--- src/rtl/ir_pkg.sv ---
// Shared NEC timing constants, FSM state type and per-state unit durations for ir_encode.
// The repeat-code states exist only when IR_REPEAT_EN is defined.
package ir_pkg;

    localparam int FRAME_BITS   = 32;
    localparam int LEAD_MARK_U  = 16;
    localparam int LEAD_SPACE_U = 8;
    localparam int ONE_SPACE_U  = 3;
    localparam int REP_SPACE_U  = 4;
    localparam int SLOT_U       = 192;

    typedef enum logic [3:0] {
        IDLE,
        LEAD_MARK,
        LEAD_SPACE,
        BIT_MARK,
        BIT_SPACE,
        STOP_MARK,
`ifdef IR_REPEAT_EN
        REP_MARK,
        REP_SPACE,
        REP_STOP,
`endif
        GAP
    } ir_state_t;

    // Number of NEC units a state lasts; GAP is ended by the slot counter instead.
    function automatic logic [4:0] state_units(input ir_state_t s, input logic cur_bit);
        logic [4:0] n;
        n = 5'd1;
        case (s)
            LEAD_MARK:  n = 5'(LEAD_MARK_U);
            LEAD_SPACE: n = 5'(LEAD_SPACE_U);
            BIT_SPACE:  n = cur_bit ? 5'(ONE_SPACE_U) : 5'd1;
`ifdef IR_REPEAT_EN
            REP_MARK:   n = 5'(LEAD_MARK_U);
            REP_SPACE:  n = 5'(REP_SPACE_U);
`endif
            default:    n = 5'd1;
        endcase
        return n;
    endfunction

endpackage

--- src/rtl/ir_encode_if.sv ---
// Frame handshake between a frame source (master) and the ir_encode transmitter (slave).
// tx_hold is present only when IR_REPEAT_EN is defined.
interface ir_encode_if;

    logic [31:0] tx_data;
    logic        tx_vld;
    logic        tx_rdy;
    logic        tx_done;
`ifdef IR_REPEAT_EN
    logic        tx_hold;
`endif

    modport master (
`ifdef IR_REPEAT_EN
        output tx_hold,
`endif
        output tx_data,
        output tx_vld,
        input  tx_rdy,
        input  tx_done
    );

    modport slave (
`ifdef IR_REPEAT_EN
        input  tx_hold,
`endif
        input  tx_data,
        input  tx_vld,
        output tx_rdy,
        output tx_done
    );

endinterface

--- src/rtl/ir_carrier_gen.sv ---
// Carrier phase counter for the IR LED; clear restarts the phase so every mark begins high.
// carrier_hi is the carrier level of the following cycle, letting the caller register ir_dout against it.
module ir_carrier_gen #(
    parameter int CARR_PERIOD = 1315,
    parameter int CARR_HIGH   = 438
) (
    input  logic clk,
    input  logic rst_n,
    input  logic clear,
    output logic carrier_hi
);

    localparam int CW = $clog2(CARR_PERIOD);
    localparam logic [CW-1:0] CARR_LAST = CW'(CARR_PERIOD - 1);
    localparam logic [CW-1:0] HIGH_CNT  = CW'(CARR_HIGH);

    logic [CW-1:0] cnt;
    logic [CW-1:0] cnt_nxt;

    always_comb begin
        cnt_nxt = cnt + 1'b1;
        if (clear || cnt == CARR_LAST) begin
            cnt_nxt = '0;
        end
    end

    always_ff @(posedge clk) begin
        if (!rst_n) begin
            cnt <= '0;
        end else begin
            cnt <= cnt_nxt;
        end
    end

    assign carrier_hi = (cnt_nxt < HIGH_CNT);

endmodule

--- src/rtl/ir_encode.sv ---
// NEC infrared transmitter: leader, 32 LSB-first pulse-distance bits and a stop mark inside a fixed 192-unit slot.
// Define IR_REPEAT_EN to add tx_hold and NEC repeat codes; the default build always returns to IDLE after GAP.
module ir_encode #(
    parameter int CLK_FREQ    = 50_000_000,
    parameter int CARRIER_HZ  = 38_000,
    parameter int UNIT_CLKS   = CLK_FREQ / 1000 * 9 / 16,
    parameter int CARR_PERIOD = CLK_FREQ / CARRIER_HZ,
    parameter int CARR_HIGH   = CARR_PERIOD / 3
) (
    input  logic       clk,
    input  logic       rst_n,
    ir_encode_if.slave tx,
    output logic       ir_env,
    output logic       ir_dout
);

    import ir_pkg::*;

    localparam int UW = $clog2(UNIT_CLKS);
    localparam logic [UW-1:0] UNIT_LAST = UW'(UNIT_CLKS - 1);
    localparam logic [UW-1:0] UNIT_PEN  = UW'(UNIT_CLKS - 2);
    localparam logic [7:0]    SLOT_LAST = 8'(SLOT_U - 1);
    localparam logic [4:0]    BIT_LAST  = 5'(FRAME_BITS - 1);

    ir_state_t             state;
    logic [UW-1:0]         unit_cnt;
    logic [7:0]            slot_cnt;
    logic [4:0]            state_u;
    logic [4:0]            bit_idx;
    logic [FRAME_BITS-1:0] shreg;
    logic                  rdy_q;
    logic                  done_q;
    logic                  gap_last;
    logic                  unit_tick;
    logic                  state_end;
    logic                  gap_pen;
    logic                  in_space;
    logic                  rep_entry;
    logic                  mark_entry;
    logic                  carrier_hi;
`ifdef IR_REPEAT_EN
    logic                  rep_req;
`endif

    assign unit_tick = (unit_cnt == UNIT_LAST);
    assign state_end = unit_tick && (state_u == state_units(state, shreg[0]) - 5'd1);
    // Second-to-last cycle of the slot: tx_done and the repeat decision are registered from here.
    assign gap_pen   = (state == GAP) && (slot_cnt == SLOT_LAST) && (unit_cnt == UNIT_PEN);

`ifdef IR_REPEAT_EN
    assign in_space  = (state == LEAD_SPACE) || (state == BIT_SPACE) || (state == REP_SPACE);
    assign rep_entry = (state == GAP) && gap_last && rep_req;
`else
    assign in_space  = (state == LEAD_SPACE) || (state == BIT_SPACE);
    assign rep_entry = 1'b0;
`endif
    assign mark_entry = ((state == IDLE) && tx.tx_vld) || (in_space && state_end) || rep_entry;

    assign tx.tx_rdy  = rdy_q;
    assign tx.tx_done = done_q;

    ir_carrier_gen #(
        .CARR_PERIOD(CARR_PERIOD),
        .CARR_HIGH  (CARR_HIGH)
    ) carrier (
        .clk       (clk),
        .rst_n     (rst_n),
        .clear     (mark_entry),
        .carrier_hi(carrier_hi)
    );

    always_ff @(posedge clk) begin
        if (!rst_n) begin
            state    <= IDLE;
            unit_cnt <= '0;
            slot_cnt <= '0;
            state_u  <= '0;
            bit_idx  <= '0;
            shreg    <= '0;
            rdy_q    <= 1'b1;
            done_q   <= 1'b0;
            gap_last <= 1'b0;
            ir_env   <= 1'b0;
            ir_dout  <= 1'b0;
`ifdef IR_REPEAT_EN
            rep_req  <= 1'b0;
`endif
        end else begin
            ir_dout  <= ir_env && carrier_hi;
            gap_last <= gap_pen;
`ifdef IR_REPEAT_EN
            done_q   <= gap_pen && !tx.tx_hold;
            rep_req  <= gap_pen && tx.tx_hold;
`else
            done_q   <= gap_pen;
`endif

            if (state != IDLE) begin
                unit_cnt <= unit_tick ? '0 : unit_cnt + 1'b1;
                if (unit_tick) begin
                    slot_cnt <= slot_cnt + 1'b1;
                    state_u  <= state_end ? '0 : state_u + 1'b1;
                end
            end

            // Mark entries force ir_dout high because the carrier phase restarts at its high portion.
            case (state)
                IDLE: begin
                    unit_cnt <= '0;
                    slot_cnt <= '0;
                    state_u  <= '0;
                    if (tx.tx_vld) begin
                        state   <= LEAD_MARK;
                        shreg   <= tx.tx_data;
                        bit_idx <= '0;
                        rdy_q   <= 1'b0;
                        ir_env  <= 1'b1;
                        ir_dout <= 1'b1;
                    end
                end
                LEAD_MARK: if (state_end) begin
                    state   <= LEAD_SPACE;
                    ir_env  <= 1'b0;
                    ir_dout <= 1'b0;
                end
                LEAD_SPACE: if (state_end) begin
                    state   <= BIT_MARK;
                    ir_env  <= 1'b1;
                    ir_dout <= 1'b1;
                end
                BIT_MARK: if (state_end) begin
                    state   <= BIT_SPACE;
                    ir_env  <= 1'b0;
                    ir_dout <= 1'b0;
                end
                BIT_SPACE: if (state_end) begin
                    shreg   <= shreg >> 1;
                    bit_idx <= bit_idx + 1'b1;
                    state   <= (bit_idx == BIT_LAST) ? STOP_MARK : BIT_MARK;
                    ir_env  <= 1'b1;
                    ir_dout <= 1'b1;
                end
                STOP_MARK: if (state_end) begin
                    state   <= GAP;
                    ir_env  <= 1'b0;
                    ir_dout <= 1'b0;
                end
`ifdef IR_REPEAT_EN
                REP_MARK: if (state_end) begin
                    state   <= REP_SPACE;
                    ir_env  <= 1'b0;
                    ir_dout <= 1'b0;
                end
                REP_SPACE: if (state_end) begin
                    state   <= REP_STOP;
                    ir_env  <= 1'b1;
                    ir_dout <= 1'b1;
                end
                REP_STOP: if (state_end) begin
                    state   <= GAP;
                    ir_env  <= 1'b0;
                    ir_dout <= 1'b0;
                end
`endif
                GAP: if (gap_last) begin
`ifdef IR_REPEAT_EN
                    if (rep_req) begin
                        state    <= REP_MARK;
                        unit_cnt <= '0;
                        slot_cnt <= '0;
                        ir_env   <= 1'b1;
                        ir_dout  <= 1'b1;
                    end else
`endif
                    begin
                        state <= IDLE;
                        rdy_q <= 1'b1;
                    end
                end
                default: state <= IDLE;
            endcase
        end
    end

endmodule

--- src/flat_wrapper.sv ---
// flat-port wrapper written by rule: the top's interface ports become plain ports
module ir_encode_flat import ir_pkg::*;
#(
    parameter int CLK_FREQ    = 50_000_000,
    parameter int CARRIER_HZ  = 38_000,
    parameter int UNIT_CLKS   = CLK_FREQ / 1000 * 9 / 16,
    parameter int CARR_PERIOD = CLK_FREQ / CARRIER_HZ,
    parameter int CARR_HIGH   = CARR_PERIOD / 3
)
  (clk, rst_n, ir_env, ir_dout, tx_tx_data, tx_tx_vld, tx_tx_rdy, tx_tx_done);
  ir_encode_if tx_i ();
  input  logic clk;
  input  logic rst_n;
  output logic ir_env;
  output logic ir_dout;
  input wire logic [$bits(tx_i.tx_data)-1:0] tx_tx_data;
  input wire logic [$bits(tx_i.tx_vld)-1:0] tx_tx_vld;
  output wire logic [$bits(tx_i.tx_rdy)-1:0] tx_tx_rdy;
  output wire logic [$bits(tx_i.tx_done)-1:0] tx_tx_done;
  assign tx_i.tx_data = tx_tx_data;
  assign tx_i.tx_vld = tx_tx_vld;
  assign tx_tx_rdy = tx_i.tx_rdy;
  assign tx_tx_done = tx_i.tx_done;
  ir_encode #(.CLK_FREQ(CLK_FREQ), .CARRIER_HZ(CARRIER_HZ), .UNIT_CLKS(UNIT_CLKS), .CARR_PERIOD(CARR_PERIOD), .CARR_HIGH(CARR_HIGH)) u_core (.clk(clk), .rst_n(rst_n), .tx(tx_i), .ir_env(ir_env), .ir_dout(ir_dout));
endmodule
--- config.mk ---
export PLATFORM = sky130hd
export DESIGN_NAME = ir_encode_flat
export DESIGN_NICKNAME = d
export VERILOG_FILES = /design/src/rtl/ir_pkg.sv /design/src/rtl/ir_encode_if.sv /design/src/rtl/ir_carrier_gen.sv /design/src/rtl/ir_encode.sv /design/src/flat_wrapper.sv
export SDC_FILE = /design/constraint.sdc
export NUM_CORES = 1
export LEC_CHECK = 0
export BUFFER_PORTS_ARGS = -buffer_cell sky130_fd_sc_hd__buf_2
export CAP_MARGIN = 20
export CORE_MARGIN = 2
export CORE_UTILIZATION = 53
export CTS_CLUSTER_DIAMETER = 80
export DETAILED_ROUTE_END_ITERATION = 8
export PLACE_DENSITY = 0.75
export SLEW_MARGIN = 15
export SYNTH_ARGS = -nofsm -noshare
export SYNTH_HDL_FRONTEND = slang
export SYNTH_HIERARCHICAL = 1
export SYNTH_SLANG_ARGS = --single-unit
--- constraint.sdc ---
create_clock -name clk -period 3.35 [get_ports clk]
set_input_delay 0.1675 -clock clk [delete_from_list [all_inputs] [get_ports clk]]
set_output_delay 0.1675 -clock clk [all_outputs]
set_load 0.1 [all_outputs]
# Word-level counts from Yosys, hierarchy flattened
# Cells that the tools add are included.
word_totals:
  reg_bits: 84
  output_inout_bits: 4
op_classes:
  addsub: 6
  n_lt_le_gt_ge: 1
  n_eq_ne: 21
  mux: 31
  bitwise_logic: 1
  n_reduce_logical: 22
ops:
  columns: ["op", "count"]
  rows:
  - ["two-way mux 32 bit", 2]
  - ["one-hot mux 32 bit (2 select lines)", 1]
  - ["equality test 15 bit, second input constant", 2]
  - ["two-way mux 4 bit", 7]
  - ["one-hot mux 4 bit (7 select lines)", 1]
  - ["!= test 2 x 1 -> 1 bit, second input constant", 8]
  - ["adder 15 x 1 -> 15 bit, second input constant", 1]
  - ["two-way mux 15 bit", 1]
  - ["two-way mux 5 bit", 3]
  - ["one-hot mux 5 bit (3 select lines)", 1]
  - ["equality test 4 x 3 -> 1 bit, second input constant", 3]
  - ["adder 11 x 1 -> 11 bit, second input constant", 1]
  - ["equality test 11 bit, second input constant", 1]
  - ["< comparator 11 x 9 -> 1 bit, second input constant", 1]
  - ["two-way mux 11 bit", 1]
  - ["adder 5 x 1 -> 5 bit, second input constant", 2]
  - ["one-hot mux 5 bit (2 select lines)", 1]
  - ["adder 8 x 1 -> 8 bit, second input constant", 1]
  - ["equality test 4 x 2 -> 1 bit, second input constant", 2]
  - ["equality test 8 bit, second input constant", 1]
  - ["two-way mux 1 bit", 8]
  - ["AND reduction 7 bit", 1]
  - ["logical AND 1 bit", 6]
  - ["one-hot mux 1 bit (3 select lines)", 2]
  - ["19 further kinds", 24]

# Longest topological paths before layout
depth:
  word_depth: 13
  depth_mapped: 17

# By module
# Netlist, hierarchy kept.
by_module_without_submodules:
  columns: ["mod", "n_inst", "cells_per_inst", "area_per_inst_um2"]
  rows:
  - ["ir_encode", 1, 428, 3716.1]
  - ["ir_carrier_gen", 1, 84, 705.7]

# Least setup slack after synthesis
# OpenSTA, ideal clock, no wires.
synth_timing:
  kind: "reg2reg"
  start: "register u_core.state[1]"
  end: "register u_core.ir_dout"
  arrival_ns: 3.408
  required_time_ns: 3.235
  setup_slack_ns: -0.173
  stages_incl_launch_ff: 18
  n_path_buf: 2
  synth_period_minus_slack_ns: 3.523
  cell_sequence: "dfxtp_1 -> buf_2 -> or2_1 -> nor2_2 -> buf_2 -> nand2_1 -> ha_1 -> ha_1 -> xor2_1 -> mux2_2 -> o211ai_1 -> o31ai_2 -> a41oi_1 -> o211a_1 -> a31oi_1 -> nand2_1 -> a31oi_1 -> o21a_1"
synth_between:
  elab_chain_len: 13
  elab_cells_between_ends: 24
synth_rtl:
  columns: ["item", "line_no", "rtl"]
  rows:
  - ["start: declaration", "ir_encode.sv:25", "ir_state_t state;"]
  - ["start signal: assignment", "ir_encode.sv:139", "state <= (bit_idx == BIT_LAST) ? STOP_MARK : BIT_MARK;"]
  - ["equality test 4 x 3 -> 1 bit, or another cell as far along", "ir_pkg.sv:31, ir_encode.sv:54", null]
  - ["one-hot mux 5 bit (3 select lines)", "ir_pkg.sv:31", "case (s)"]
  - ["subtractor 5 x 1 -> 5 bit", "ir_encode.sv:46", "assign state_end = unit_tick && (state_u == state_units(state, shreg[0]) - 5'd1);"]
  - ["equality test 5 bit", "ir_encode.sv:46", null]
  - ["logical AND 1 bit", "ir_encode.sv:46", null]
  - ["logical AND 1 bit", "ir_encode.sv:57", "assign mark_entry = ((state == IDLE) && tx.tx_vld) || (in_space && state_end) || rep_entry;"]
  - ["logical OR 1 bit *", "ir_encode.sv:57", null]
  - ["named net u_core.mark_entry", "ir_encode.sv:39", "logic mark_entry;"]
  - ["logical OR 1 bit *", "ir_carrier_gen.sv:22", "if (clear || cnt == CARR_LAST) begin"]
  - ["two-way mux 11 bit *", "ir_carrier_gen.sv:22", null]
  - ["< comparator 11 x 9 -> 1 bit *", "ir_carrier_gen.sv:35", "assign carrier_hi = (cnt_nxt < HIGH_CNT);"]
  - ["named net u_core.carrier_hi", "ir_encode.sv:40", "logic carrier_hi;"]
  - ["logical AND 1 bit *", "ir_encode.sv:89", "ir_dout <= ir_env && carrier_hi;"]
  - ["two-way mux 1 bit (on tied branches)", null, null]
  - ["one-hot mux 1 bit (3 select lines) *", "ir_encode.sv:107", "case (state)"]
  - ["end signal: assignment", "ir_encode.sv:89", null]
  - ["end: declaration", "ir_encode.sv:14", "output logic ir_dout"]
# The timed path passes the listed nets; every way through them passes the cells marked *.
# A chain may end at the register's enable or synchronous reset.

# Final worst setup path
layout_timing:
  start: "register u_core.state[0]"
  end: "register u_core.ir_dout"
# Same word-level chain as after synthesis.

==> out/metrics.yaml <==
outcome:
  status: "completed"
floorplanning:
  die_h_um: 95.3
  io_pins: 39
  floorplan.initialDensity_pct: 54.4
  die-width_um: 95.3
  die_area_um2: 9090
  num_rows: 33
  core_area_um2: 8130
critical_path:
  crit_required_ps: 3610
  critPathCaptureType: "register"
  path_cells: "buf_4 > a21oi_1 > and2_1 > ha_1 > ha_1 > xor2_2 > mux2_2 > o211ai_1 > o31ai_2 > a41oi_2 > o211a_1 > a31oi_1 > nand2_1 > a31oi_1 > o21a_1"
  cp_num_buf_inv: 1
  worstSetupPathType: "reg2reg"
  cp_max_fo: 12
  arrival_ps: 3320
  path_delay_family: "compound AO/OA/AOI/OAI gates"
  cp-start-kind: "register"
  cp_slowest_cell: "mux2_2"
  cpPeakStageDelay_ps: 400
drt:
  vias: 3763
  wl_per_cell_um: 14.2
  ant_nets: 0
  drcViolationCount: 0
  drt_iter0_drc: 167
  vias_per_cell: 5.81
  dr.pass1.iters: 4
  wl_um: 9200
synth:
  seq_area_frac_synth_pct: 37.6
  synth-simple-area-share_pct: 27.7
  muxShareOfSynthArea_pct: 8.63
  synth_seq_cells: 83
  synth_commonest_cells: "dfxtp_1, nand2_1, nand4_1, nor2_1"
  async_reset_ff_share_pct: 0
  synth_cells: 512
  synth_top_area_cell: "dfxtp_1"
  synth_compound_area_share_pct: 12.1
  synth.avg_cell_area_um2: 8.64
  yosysMostFrequentCell: "dfxtp_1"
  synth_warnings: 6
  synthTopCellsByArea: "dfxtp_1, mux2_2, nand4_1, nand2_1, o21ai_0"
  synth_top_area_share_pct: 37.6
  netlist_area_um2: 4420
  syn-num-nets: 557
  yosysUniqueCellTypes: 63
  synthAdderAreaFrac_pct: 2.83
  yosys_most_used_dff: "dfxtp_1"
  synth_edf_count: 0
  synth-xor-area-share_pct: 5.94
  synth_top_family_by_area: "simple AND/OR/NAND/NOR gates"
layout:
  num_antenna_cells: 0
  layout-drive-gt1-share_pct: 22.3
  area_growth_syn_to_layout_pct: 11.5
  num-nets-final: 584
sta:
  slew_headroom_pct: 59.0
  fin_skew_ps: 17.6
  fmax_mhz: 327
  setup_tns_ps: 0
  tightest_slew_ps: 613
  setup_viol: 0
  hold_ws_ps: 181
  period_minus_slack_ps: 3060
  drv_slew: 0
  grt_setup_unrepaired: "no"
  timing_hold_violations_final: 0
  finalCritPeriodShare_pct: 91.3
clock_network:
  worstSkewPairLatency_ps: 360
  cts_setup_buffers: 0
  cts.clk_slew.worst_paths_ps: 90
  cts_tree: "built"
  cts_sinks: 83
  cts_made_buffers: 9
  htreeDepth: 3
  cts-root-buf: "clkbuf_8"
  ctsLongestPathBuffers: 2
  cts_hold_buf: 0
power:
  p_comb_share_pct: 9.1
  power.leakage_nw: 1.87
  p_sw_w: 0.000504
  switching_share_pct: 24.1
  p_total_w: 0.00209
  powerDensity_nw_per_um2: 424
  ir_drop_mv: 0.243
  power_frac_seq_pct: 49.8
  pwr-share-clk_pct: 41.0
  p_int_w: 0.00159
place:
  place_hpwl_um: 6170
  port-buffer-count: 38
  place.gp.congestion: 0.838
grt:
  antenna_found_initial: 0
  grt_max_degree: 36
  grt_pass1_wl_um: 15000
  grt_pass1_vias: 3340
  grt_remaining_overflow: 0
  grt_usage_pct: 20.7
job:
  max_cap_violations: 0
worst_hold_path:
  hp-class: "in2reg"
[power groups by stage]
| stage | clock network, W | logic, W | registers [W] |
|---|---|---|---|
| CTS | 0.000879 | 0.000190 | 0.00104 |
| finish | 0.000858 | 0.000191 | 0.00104 |
| global route | 0.000923 | 0.000212 | 0.00105 |
| detailed placement | 0 | 0.000189 | 0.00107 |
| global placement | 0 | 0.000184 | 0.00106 |
| floorplan | 0 | 0.000121 | 0.00108 |
[stage by stage]
stage	util (%)	area, um^2	setup WS (ps)	instances
detailed placement	57.6	4680	227	633
CTS	60.5	4920	195	648
global placement	57.6	4680	342	633
finish	60.6	4930	290	648
floorplan	-	4440	4.02	512
global route	60.6	4930	11.5	648
[area by class of cell]
| type | instances | area (um^2) |
|---|---|---|
| Clock buffer | 9 | 124 |
| Tap cell | 105 | 131 |
| Clock inverter | 6 | 113 |
| Sequential cell | 83 | 1660 |
| Fill cell | 702 | 3200 |
| Timing Repair Buffer | 52 | 295 |
| Inverter | 14 | 52.6 |
| Multi-Input combinational cell | 379 | 2550 |
[state kept, by name (all words and copies together) (netlist names)]
signal              flops
u_core/bit_idx          5
u_core/carrier/cnt     11
u_core/gap_last         1
u_core/ir_dout          1
u_core/ir_env           1
u_core/shreg           32
u_core/slot_cnt         8
u_core/state            3
u_core/state_u          5
u_core/tx.tx_rdy        1
u_core/unit_cnt        15
[cells by family (layout without fill, tap and decap cells)]
kind of cell,Yosys count,count (layout)
AOI/OAI and AO/OA,86,86
xor gates and xnor gates,30,30
adders and majority gates,10,10
buffers and inverters,50,81
DFF,83,83
muxes,34,34
and+or+nand+nor,219,219
[per-layer routing]
metal | GRT usage [%] | part of all wire [%] | wire (um) | vias to the layer above
met3 | 5.06 | 3.4 | 314 | 12
met2 | 33.4 | 48 | 4440 | 63
met5 | 0 | 0 | 0 | -
met4 | 7.25 | 1.2 | 106 | 0
li1 | - | - | - | 1889
met1 | 26.9 | 47 | 4350 | 1799
[worst min-delay path: cells and delay by family]
kind / cells / cell delay (ps)
and+or+nand+nor: 2 / 230
AOI/OAI and AO/OA: 1 / 40
buffers and inverters: 1 / 70
[path summary, 6_finish.rpt]
path | startpoint | end | slack (ps) | cells past startpoint
setup / recovery | u_core/state[0] | u_core/ir_dout | 290 | 15
hold / removal | tx_tx_data[31] | u_core/shreg[31] | 180 | 4
setup reg to reg | u_core/state[0] | u_core/ir_dout | 290 | 15
hold reg to reg | u_core/shreg[25] | u_core/shreg[25] | 460 | 2
[cells in the final DEF, fill, tap and decap left out, drive strengths merged, types with 4 or more instances in the layout]
| cell type | instances |
|---|---|
| dfxtp | 83 |
| nand2 | 61 |
| buf | 52 |
| o21ai | 43 |
| nand4 | 42 |
| nor2 | 38 |
| mux2 | 33 |
| xnor2 | 18 |
| nand3 | 17 |
| a21oi | 15 |
| inv | 15 |
| xor2 | 12 |
| and3 | 10 |
| ha | 10 |
| clkbuf | 9 |
| or3 | 9 |
| nor3 | 9 |
| and2 | 7 |
| nor4 | 6 |
| nor4bb | 4 |
| o211ai | 4 |
| a31oi | 4 |
[what timing repair did]
action | in CTS | in global routing
gates resized for setup | 0 | 2
setup endpoints to repair | 0 | 10
hold endpoints to repair | 0 | 0
No activity file was read; power rests on OpenSTA's default activity.
